`config.mk`:
```
export PLATFORM = sky130hd
export DESIGN_NAME = negacyclic_fold_reducer
export DESIGN_NICKNAME = d
export VERILOG_FILES = /design/src/rtl/negacyclic_fold_reducer.sv
export SDC_FILE = /design/constraint.sdc
export NUM_CORES = 1
export LEC_CHECK = 0
export ABC_CLOCK_PERIOD_IN_PS = 5570
export BUFFER_PORTS_ARGS = -buffer_cell sky130_fd_sc_hd__buf_2
export CAP_MARGIN = 25
export CORE_MARGIN = 5
export CORE_UTILIZATION = 39
export CTS_CLUSTER_SIZE = 10
export DETAILED_ROUTE_END_ITERATION = 10
export PLACE_DENSITY = 0.7
export SLEW_MARGIN = 40
export SYNTH_ARGS = -nofsm -noshare
export SYNTH_HDL_FRONTEND = slang
export SYNTH_SLANG_ARGS = --single-unit
export TNS_END_PERCENT = 5
```
`constraint.sdc`:
```
create_clock -name clk -period 5.57 [get_ports clk]
set_clock_uncertainty 0.1 [all_clocks]
set_input_delay 0.8355 -clock clk [delete_from_list [all_inputs] [get_ports clk]]
set_output_delay 0.8355 -clock clk [all_outputs]
set_load 0.01 [all_outputs]
```
`src/rtl/negacyclic_fold_reducer.sv`:
```
// Folds a 2N-1 coefficient product modulo x^N+1 and reduces each coefficient into [0,Q).
// Latency: coefficient i written at edge k+1+i after accept edge k; out_valid after edge k+N.
// Backpressure: result held in DONE until out_ready; prod_valid while not ready is dropped (sticky overflow).
module negacyclic_fold_reducer #(
  parameter int MULTIPLIER_WIDTH = 8,
  parameter int INPUT_WIDTH      = 8,
  parameter int MODULUS          = 251
) (
  input  logic                                          clk,
  input  logic                                          reset,
  input  logic                                          prod_valid,
  input  logic [(2*MULTIPLIER_WIDTH-1)*INPUT_WIDTH-1:0] prod_cs,
  output logic                                          in_ready,
  output logic                                          out_valid,
  input  logic                                          out_ready,
  output logic [MULTIPLIER_WIDTH*INPUT_WIDTH-1:0]       out_coeffs,
  output logic                                          busy,
  output logic                                          overflow
);

  localparam int N  = MULTIPLIER_WIDTH;
  localparam int W  = INPUT_WIDTH;
  localparam int IW = (N > 1) ? $clog2(N) : 1;

  localparam logic [W-1:0] Q_W   = W'(MODULUS);
  localparam logic [W:0]   Q_EXT = (W+1)'(MODULUS);

  // A single conditional subtract only lands in [0,Q) when Q sits above half the W-bit range.
  if ((MODULUS <= (1 << (W-1))) || (MODULUS >= (1 << W))) begin : g_bad_modulus
    $error("negacyclic_fold_reducer: MODULUS must satisfy 2^(W-1) < Q < 2^W");
  end

  typedef enum logic [1:0] {
    IDLE = 2'd0,
    FOLD = 2'd1,
    DONE = 2'd2
  } state_t;

  state_t                    state_q, state_d;
  logic [IW-1:0]             idx_q, idx_d;
  logic [2*N-2:0][W-1:0]     buf_q, buf_d;
  logic [N-1:0][W-1:0]       out_q, out_d;
  logic                      ovf_q, ovf_d;

  // Top entry c[2N-1] does not exist in the product; pad it with zero so the fold index never leaves range.
  logic [2*N-1:0][W-1:0]     buf_ext;
  logic [IW:0]               hi_idx;
  logic [W-1:0]              lo_red, hi_red, fold_coeff;
  logic [W:0]                diff;

  function automatic logic [W-1:0] red_q(input logic [W-1:0] x);
    return (x >= Q_W) ? (x - Q_W) : x;
  endfunction

  assign buf_ext = {{W{1'b0}}, buf_q};
  assign hi_idx  = {1'b0, idx_q} + (IW+1)'(N);

  // Per-coefficient arithmetic: reduce both halves, subtract one bit wider, add Q back if negative.
  always_comb begin
    lo_red     = red_q(buf_ext[idx_q]);
    hi_red     = red_q(buf_ext[hi_idx]);
    diff       = {1'b0, lo_red} - {1'b0, hi_red};
    fold_coeff = diff[W] ? W'(diff + Q_EXT) : diff[W-1:0];
  end

  assign in_ready   = (state_q == IDLE) || ((state_q == DONE) && out_ready);
  assign out_valid  = (state_q == DONE);
  assign busy       = (state_q != IDLE);
  assign overflow   = ovf_q;
  assign out_coeffs = out_q;

  // Next-state logic: capture on accept, write one folded coefficient per FOLD cycle.
  always_comb begin
    state_d = state_q;
    idx_d   = idx_q;
    buf_d   = buf_q;
    out_d   = out_q;
    ovf_d   = ovf_q | (prod_valid & ~in_ready);
    case (state_q)
      IDLE: begin
        if (prod_valid) begin
          buf_d   = prod_cs;
          idx_d   = '0;
          state_d = FOLD;
        end
      end
      FOLD: begin
        out_d[idx_q] = fold_coeff;
        if (idx_q == IW'(N-1)) begin
          idx_d   = '0;
          state_d = DONE;
        end else begin
          idx_d = idx_q + 1'b1;
        end
      end
      DONE: begin
        if (out_ready) begin
          if (prod_valid) begin
            buf_d   = prod_cs;
            idx_d   = '0;
            state_d = FOLD;
          end else begin
            state_d = IDLE;
          end
        end
      end
      default: begin
        state_d = IDLE;
      end
    endcase
  end

  // State, index, capture buffer, result and sticky overflow registers.
  always_ff @(posedge clk or posedge reset) begin
    if (reset) begin
      state_q <= IDLE;
      idx_q   <= '0;
      buf_q   <= '0;
      out_q   <= '0;
      ovf_q   <= 1'b0;
    end else begin
      state_q <= state_d;
      idx_q   <= idx_d;
      buf_q   <= buf_d;
      out_q   <= out_d;
      ovf_q   <= ovf_d;
    end
  end

endmodule

```
Word level (Yosys, flattened, before mapping)
Cells that the tools add are included.
- flip-flop bits (word level): 190
- bits in latches: 0
- bits in writable memories: 0
- bits in read-only memories: 0
- input port bits: 124
- output and inout bits: 68
- logic and storage cells: 79
- memories: 0
- add/subtract/negate cells: 6
- $mul: 0
- div/mod/pow operators: 0
- magnitude comparators: 6
- eq/ne operators: 6
- shift operators: 0
- multiplexer cells: 22
- bitwise gates (word level): 3
- reductions and logical operators: 10
- operators by type and width (cell ; number):
    120-bit 2-to-1 mux ; 2
    120-bit case mux with 2 select lines ; 1
    64-bit bitwise mux ; 1
    8-bit 2-to-1 mux ; 6
    8-bit binary-select mux with 4-bit select ; 1
    8-bit binary-select mux with 3-bit select ; 1
    8-bit demux with 3-bit select ; 1
    8-bit greater-or-equal comparator, second input constant ; 2
    8-bit subtractor, second input constant ; 2
    3-bit 2-to-1 mux ; 3
    3-bit case mux with 3 select lines ; 1
    8-bit by 8-bit subtractor with 9-bit output ; 1
    8-bit adder, second input constant ; 1
    2-bit 2-to-1 mux ; 3
    2-bit case mux with 3 select lines ; 1
    3-bit by 5-bit less-than comparator with 1-bit output, second input constant ; 1
    4-bit by 5-bit less-than comparator with 1-bit output, second input constant ; 1
    3-bit by 4-bit adder with 4-bit output, second input constant ; 1
    3-bit by 4-bit less-than comparator with 1-bit output, second input constant ; 1
    2-bit != test, second input constant ; 2
    2-bit AND reduction ; 2
    2-bit nonzero test ; 2
    3-bit by 1-bit adder with 3-bit output, second input constant ; 1
    3-bit == test, second input constant ; 1
    other kinds (13) ; 14

Longest topological paths before layout
Gate-level depths: netlist of run 1.
- depth in word-level cells: 9
- mapped depth: 20
- gate-level depth less buffers: 17

Least setup slack after synthesis of run 1
Ideal clock, no wire load.
- path type: register -> register
- start: register idx_q[0]
- end: register out_q (netlist bit out_coeffs[7])
- library setup time: 0.130 ns
- data arrival time: 4.043 ns
- path slack: 1.297 ns
- cell stages (with the launch flop): 17
- buffers on the path: 2
- clock period less this slack: 4.273 ns
- cells stage by stage: dfrtp_1 buf_4 buf_6 mux4_2 mux2_2 ha_1 nor2_1 nor2_2 mux2_1 ha_1 nor2b_1 o31a_1 o31a_1 nor3_1 and4bb_4 xnor2_4 o21ai_2
- longest elaborated chain between the ends: 9
- elaborated cells on any way between the ends: 20
- those cells by class: add/sub (5); order compare (4); mux (10); reduce/logical (1)
- ends and longest elaborated chain (what ; line ; source):
    from (decl) ; 40 ; logic [IW-1:0] idx_q, idx_d;
    from (signal assigned) ; 123 ; idx_q <= idx_d;
    3-bit by 4-bit adder with 4-bit output ; 56 ; assign hi_idx = {1'b0, idx_q} + (IW+1)'(N);
    8-bit binary-select mux with 4-bit select ; 61 ; hi_red = red_q(buf_ext[hi_idx]);
    8-bit 2-to-1 mux (implied by the code) ; 61 ;
    8-bit subtractor or 8-bit greater-or-equal comparator (tied branches) ; 52 ; return (x >= Q_W) ? (x - Q_W) : x;
    8-bit 2-to-1 mux ; 52 ;
    8-bit by 8-bit subtractor with 9-bit output ; 62 ; diff = {1'b0, lo_red} - {1'b0, hi_red};
    8-bit adder ; 63 ; fold_coeff = diff[W] ? W'(diff + Q_EXT) : diff[W-1:0];
    8-bit 2-to-1 mux ; 63 ;
    64-bit bitwise mux * ; 88 ; out_d[idx_q] = fold_coeff;
    to (signal assigned) ; 125 ; out_q <= out_d;
    to (decl) ; 42 ; logic [N-1:0][W-1:0] out_q, out_d;
Every way passes the cells marked *; elsewhere a longest branch is shown, timed or not. The select of a mux whose other input is x is not followed.
A chain may end at the register's enable or synchronous reset.

Worst setup path after layout of run 1
- start: register idx_q[2]
- end: register out_q (netlist bit out_coeffs[21])
The elaborated chain is that of the path after synthesis.

==> reports/metrics.cfg, run 1 <==
[timing]
finalSetupViolations = 0
min_period_ns = 5.006
worst_hold_slack_ns = 0.3632
hold_viol = 0
clock.fmax_mhz = 199.8
rsz0062_at_grt = no
drv_slew = 0
finalCritPeriodShare_pct = 89.88
tns_ns = 0
maxSlewHeadroom_pct = 47.87
worst_pin_slew_ns = 0.7764

[status]
run_status = completed

[floorplanning]
die_h_um = 160.5
ios = 192
initial_utilization_pct = 39.28
num_rows = 55
core_area_um2 = 22500
fp.dieW_um = 160.5
dieArea_um2 = 25770

[clocking]
cts_setup_buffers = 0
clkSlewWorstSetupHoldPaths_ns = 0.07
cts_resized = 0
cts_buffer_depth = 2
cts_tree = done
insertion_delay_ns = 0.43
cts_num_sinks = 190
ctsHoldBuffers = 0
h-tree-depth = 4
root_buffer = clkbuf_16
cts_buffers = 17

[routing]
dr.pass1.iters = 5
routed_wl_mm = 22.06
drcViolationCount = 0
final_antenna_net_count = 0
vias = 6872
drt-initial-drc-count = 487
routedWlPerCell_um = 15.86
viasPerCell = 4.940

[worst_setup_path]
cp_max_fo = 13
reg2reg_from = idx_q[2]
worstPathRequired_ns = 5.76
endpoint_kind = flop
slowest_stage = dfrtp_1
r2r_end = out_coeffs[21]
critPathKind = reg2reg
critPathMaxStageDelay_ns = 0.69
cp_data_arrival_time_ns = 5.19
worstSetupStartpointType = flop
cpMostUsedCell = nand2_1
timing.reg2reg.setup_slack_ns = 0.56
r2r_cells = 15
crit_chain = nor2b_1, a221o_1, a21oi_1, nor3_1, nand2_1, nor2_2, mux2_1, fa_1, a211oi_2, nor3_2, o22ai_2, and2b_1, nand2_1, xor2_1, o21ai_1

[logic_synthesis]
yosysWarnings = 0
synth_fp_nets = 1063
yosysUniqueCellTypes = 56
netlist.area_leader.share_pct = 53.79
yosysSeqAreaShare_pct = 53.79
synth_cells = 925
ys_top_cells_by_area = dfrtp_1 54%, nand2_1 17%, mux4_2 5.6%
synth.largest_area_cell = dfrtp_1
ys_seq_elements = 190
syn_area_um2 = 8838
synth_area_per_cell_um2 = 9.555

[final_layout]
fillCellCount = 2125
fin_nets = 1231
final_cells = 1391
ff_latch_area_um2 = 4757
diodes = 0
multiInputGateArea_um2 = 3840
final_common_cell = nand2_1
final_cell_mix = 403 x nand2_1, 191 x buf_2, 188 x dfrtp_1
syn2layout_area_growth_pct = 21.08
post_route_cells_drive_above_1_share_pct = 28.48

[grt]
antenna_found_initial = 0
grt_pass1_vias = 6816
grt_max_degree = 111
overflow = 0
grt_pass1_wl_mm = 35.84
grt_usage_pct = 17.26

[placement]
place_inst = 1357
gp_congestion = 0.8220
numPortBuffers = 191
dp_hpwl_mm = 16.24

[min_path]
hold_class = in2async

[job]
maxCapViolCount = 0

==> worst max-delay path by stage <==
| stage | startpoint | end | slack, ns | cells after the start |
|---|---|---|---|---|
| 2_1_floorplan | idx_q[0] | out_coeffs[7] | 1.30 | 16 |
| 5_1_grt | idx_q[2] | out_coeffs[37] | 0.10 | 15 |
| 6_report | idx_q[2] | out_coeffs[21] | 0.56 | 15 |
| 3_3_place_gp | idx_q[0] | out_coeffs[22] | 0.73 | 13 |
| 3_5_place_dp | idx_q[2] | out_coeffs[29] | 0.56 | 15 |
| 4_1_cts | idx_q[2] | out_coeffs[37] | 0.55 | 15 |
==> Yosys cell counts (all sizes together) <==
library cell	instances
o21ai	30
a211oi	1
nand4	1
xor2	5
o31a	2
o211ai	2
a311o	3
o31ai	1
nand3b	2
clkbuf	40
o21a	6
nor4	2
nand3	4
and3	4
a22o	1
nand2	404
a31oi	1
or2	5
mux2	26
buf	15
nor3	6
nand2b	2
o21bai	1
mux2i	16
a21oi	37
and4bb	1
o221ai	1
ha	13
fa	1
o22ai	3
xnor2	9
and2	2
a21o	1
dfrtp	190
a22oi	1
inv	6
nor2	47
mux4	22
nor2b	6
or3	1
and2b	2
a221o	2
==> flip-flops by register name, summed over array words and instances (netlist names) <==
register / cells
buf_ext: 120
state_q: 2
idx_q: 3
out_coeffs: 64
overflow: 1
==> kinds of logic after synthesis <==
logic type	Yosys count	synth area share (%)
fa+ha+maj	14	2.067
xor+xnor	14	1.685
buf+inv	61	3.100
mux	64	10.73
simple gates	489	21.96
flops	190	53.79
compound gates	93	6.668
==> area by class of cell <==
cell class,count,share of cell area [%]
Clock buffer,19,4.232
Clock inverter,13,1.181
Inverter,6,0.2455
Multi-Input combinational cell,674,35.88
Sequential cell,190,44.45
Tap cell,285,3.332
Timing Repair Buffer,204,10.67
==> critical path: cells and delay by family, from the launching register on <==
| family | cells | cell delay (ns) |
|---|---|---|
| muxes | 1 | 0.40 |
| DFF | 1 | 0.69 |
| and+or+nand+nor | 7 | 1.56 |
| adders and majority gates | 1 | 0.50 |
| xor gates and xnor gates | 1 | 0.53 |
| AOI/OAI and AO/OA | 5 | 1.10 |
==> metal layers <==
metal | up-vias | global-route usage [%] | share of wire (%)
met5 | - | 0 | 0
met2 | 217 | 25.94 | 45
met1 | 3282 | 25.53 | 48
met4 | 0 | 3.637 | 1.0
li1 | 3355 | - | -
met3 | 18 | 4.208 | 5.9
==> through the flow <==
stage          utilization, %  instance area (um^2)  setup WS [ns]
2_1_floorplan               -                  8842          1.297
3_5_place_dp            44.74                 10070         0.5641
3_3_place_gp            44.42                  9996         0.7311
6_report                47.56                 10700         0.5639
4_1_cts                 47.31                 10650         0.5463
5_1_grt                 47.56                 10700         0.1040
Power of run 1 is not shown: default switching activity piles up to over one toggle a cycle in this logic, so the estimate is an artifact.
==> run 2, diff against run 1 <==
--- a/config.mk
+++ b/config.mk
@@ -5,14 +5,15 @@
 export SDC_FILE = /design/constraint.sdc
 export NUM_CORES = 1
 export LEC_CHECK = 0
-export ABC_CLOCK_PERIOD_IN_PS = 5570
+export ABC_CLOCK_PERIOD_IN_PS = 5300
 export BUFFER_PORTS_ARGS = -buffer_cell sky130_fd_sc_hd__buf_2
 export CAP_MARGIN = 25
 export CORE_MARGIN = 5
 export CORE_UTILIZATION = 39
 export CTS_CLUSTER_SIZE = 10
 export DETAILED_ROUTE_END_ITERATION = 10
-export PLACE_DENSITY = 0.7
+export PLACE_DENSITY = 0.67
+export SKIP_LAST_GASP = 1
 export SLEW_MARGIN = 40
 export SYNTH_ARGS = -nofsm -noshare
 export SYNTH_HDL_FRONTEND = slang
==> constraint.sdc (replaced) <==
create_clock -name clk -period 5.3 [get_ports clk]
set_clock_uncertainty 0.1 [all_clocks]
set_input_delay 0.795 -clock clk [delete_from_list [all_inputs] [get_ports clk]]
set_output_delay 0.795 -clock clk [all_outputs]
set_load 0.01 [all_outputs]
==> run 2 against run 1 <==
  * Via count fell by 0.35%
  * Hold slack better by 0.011 ns
  * Register-to-register slack lost 0.10 ns
  * Die area is the same
  * Critical path type unchanged
==> reports/metrics.cfg, run 2 (synthesis gave the netlist of run 1 again) <==
[clocking]
clkSlewWorstSetupHoldPaths_ns = 0.07
cts_buffers = 17
h-tree-depth = 4
insertion_delay_ns = 0.43
cts_num_sinks = 190
ctsHoldBuffers = 0
root_buffer = clkbuf_16
cts_setup_buffers = 0
cts_tree = done
cts_resized = 0
cts_buffer_depth = 2

[placement]
gp_congestion = 0.8347
dpl_worst_slack_ns = 0.5109
dp_hpwl_mm = 16.93
numPortBuffers = 191

[grt]
grt_max_degree = 99
grt_pass1_vias = 6825
antenna_found_initial = 0
grt_pass1_wl_mm = 36.58
overflow = 0
grt_usage_pct = 17.68

[worst_setup_path]
r2r_end = out_coeffs[4]
cp_num_buf_inv = 1
cp_data_arrival_time_ns = 5.01
critPathKind = reg2reg
r2r_cells = 15
worstPathRequired_ns = 5.47
timing.reg2reg.setup_slack_ns = 0.46
cp_max_fo = 25
critPathMaxStageDelay_ns = 0.76
endpoint_kind = flop
crit_chain = buf_4, mux4_2, mux2_2, ha_1, nor2_1, nor2_2, mux2_1, fa_1, a211oi_2, nor3_2, o22ai_2, o21ai_0, nor2_1, xnor2_1, o21ai_0
reg2reg_from = idx_q[1]
worstSetupStartpointType = flop
path_delay_family = multiplexers
slowest_stage = dfrtp_2

[final_layout]
final_common_cell = nand2_1
largest_reg_flops = 120
fin_nets = 1232
diodes = 0
post_route_cells_drive_above_1_share_pct = 28.18
syn2layout_area_growth_pct = 20.67
final_cell_mix = 403 x nand2_1, 191 x buf_2, 188 x dfrtp_1

[timing]
worst_pin_slew_ns = 0.8205
drv_slew = 0
tns_ns = 0
maxSlewHeadroom_pct = 44.91
finalCritPeriodShare_pct = 91.34
min_period_ns = 4.841
finalSetupViolations = 0
clock.fmax_mhz = 206.6
fin_ws_ns = 0.4591
hold_viol = 0
rsz0062_at_grt = no

[floorplanning]
fp.dieW_um = 160.5
die_h_um = 160.5
dieArea_um2 = 25770
num_rows = 55
core_area_um2 = 22500
ios = 192
initial_utilization_pct = 39.28

[routing]
drcViolationCount = 0
dr.pass1.iters = 4
drt-initial-drc-count = 460
routedWlPerCell_um = 16.28
vias = 6848
routed_wl_mm = 22.66
viasPerCell = 4.920
final_antenna_net_count = 0

[min_path]
hold_class = in2async

[job]
maxCapViolCount = 0

[status]
run_status = completed

-- run 2: cell count changes in the layout (fill, tap and decap cells not counted), moves of 2 or more --
cell / delta
xnor2_2: -2
clkinv_2: -2
clkbuf_1: +3
clkinvlp_4: -2
clkinv_4: +3
xnor2_1: +2
clkbuf_8: -2
buf_4: +4
buf_16: -2
-- run 2: through the flow --
stage          utilization [%]  hold WS [ns]  std cells  instance area [um^2]
2_1_floorplan                -        0.3403        925                  8842
3_3_place_gp             44.52        0.3554       1358                 10020
3_5_place_dp             44.75        0.3616       1360                 10070
4_1_cts                  47.38        0.3790       1392                 10660
5_1_grt                  47.40        0.3875       1392                 10670
6_report                 47.40        0.3739       1392                 10670
-- run 2: how the worst max path moves through the flow --
stage             start             end  cells past startpoint
2_1_floorplan  idx_q[0]   out_coeffs[7]                     16
3_3_place_gp   idx_q[1]  out_coeffs[63]                     15
3_5_place_dp   idx_q[1]  out_coeffs[25]                     14
4_1_cts        idx_q[1]   out_coeffs[1]                     14
5_1_grt        idx_q[1]   out_coeffs[4]                     17
6_report       idx_q[1]   out_coeffs[4]                     15
-- run 2: cell type report --
class / count / area (um^2)
Multi-Input combinational cell: 674 / 3829
Sequential cell: 190 / 4757
Tap cell: 285 / 356.6
Inverter: 6 / 26.28
Fill cell: 2179 / 11840
Timing Repair Buffer: 205 / 1106
Clock buffer: 20 / 436.7
Clock inverter: 12 / 153.9
-- run 2: tightest hold or removal path, delay by kind of cell --
kind	cells	cell delay [ns]
buffers and inverters	3	0.54
-- run 2: metal layers --
metal | vias up | track usage (%) | wire [um]
met3 | 17 | 4.260 | 1390
met5 | - | 0 | 0
met1 | 3229 | 26.67 | 10950
met2 | 235 | 26.27 | 10110
met4 | 0 | 3.246 | 209
li1 | 3367 | - | -
Power of run 2 is left out for the same reason.
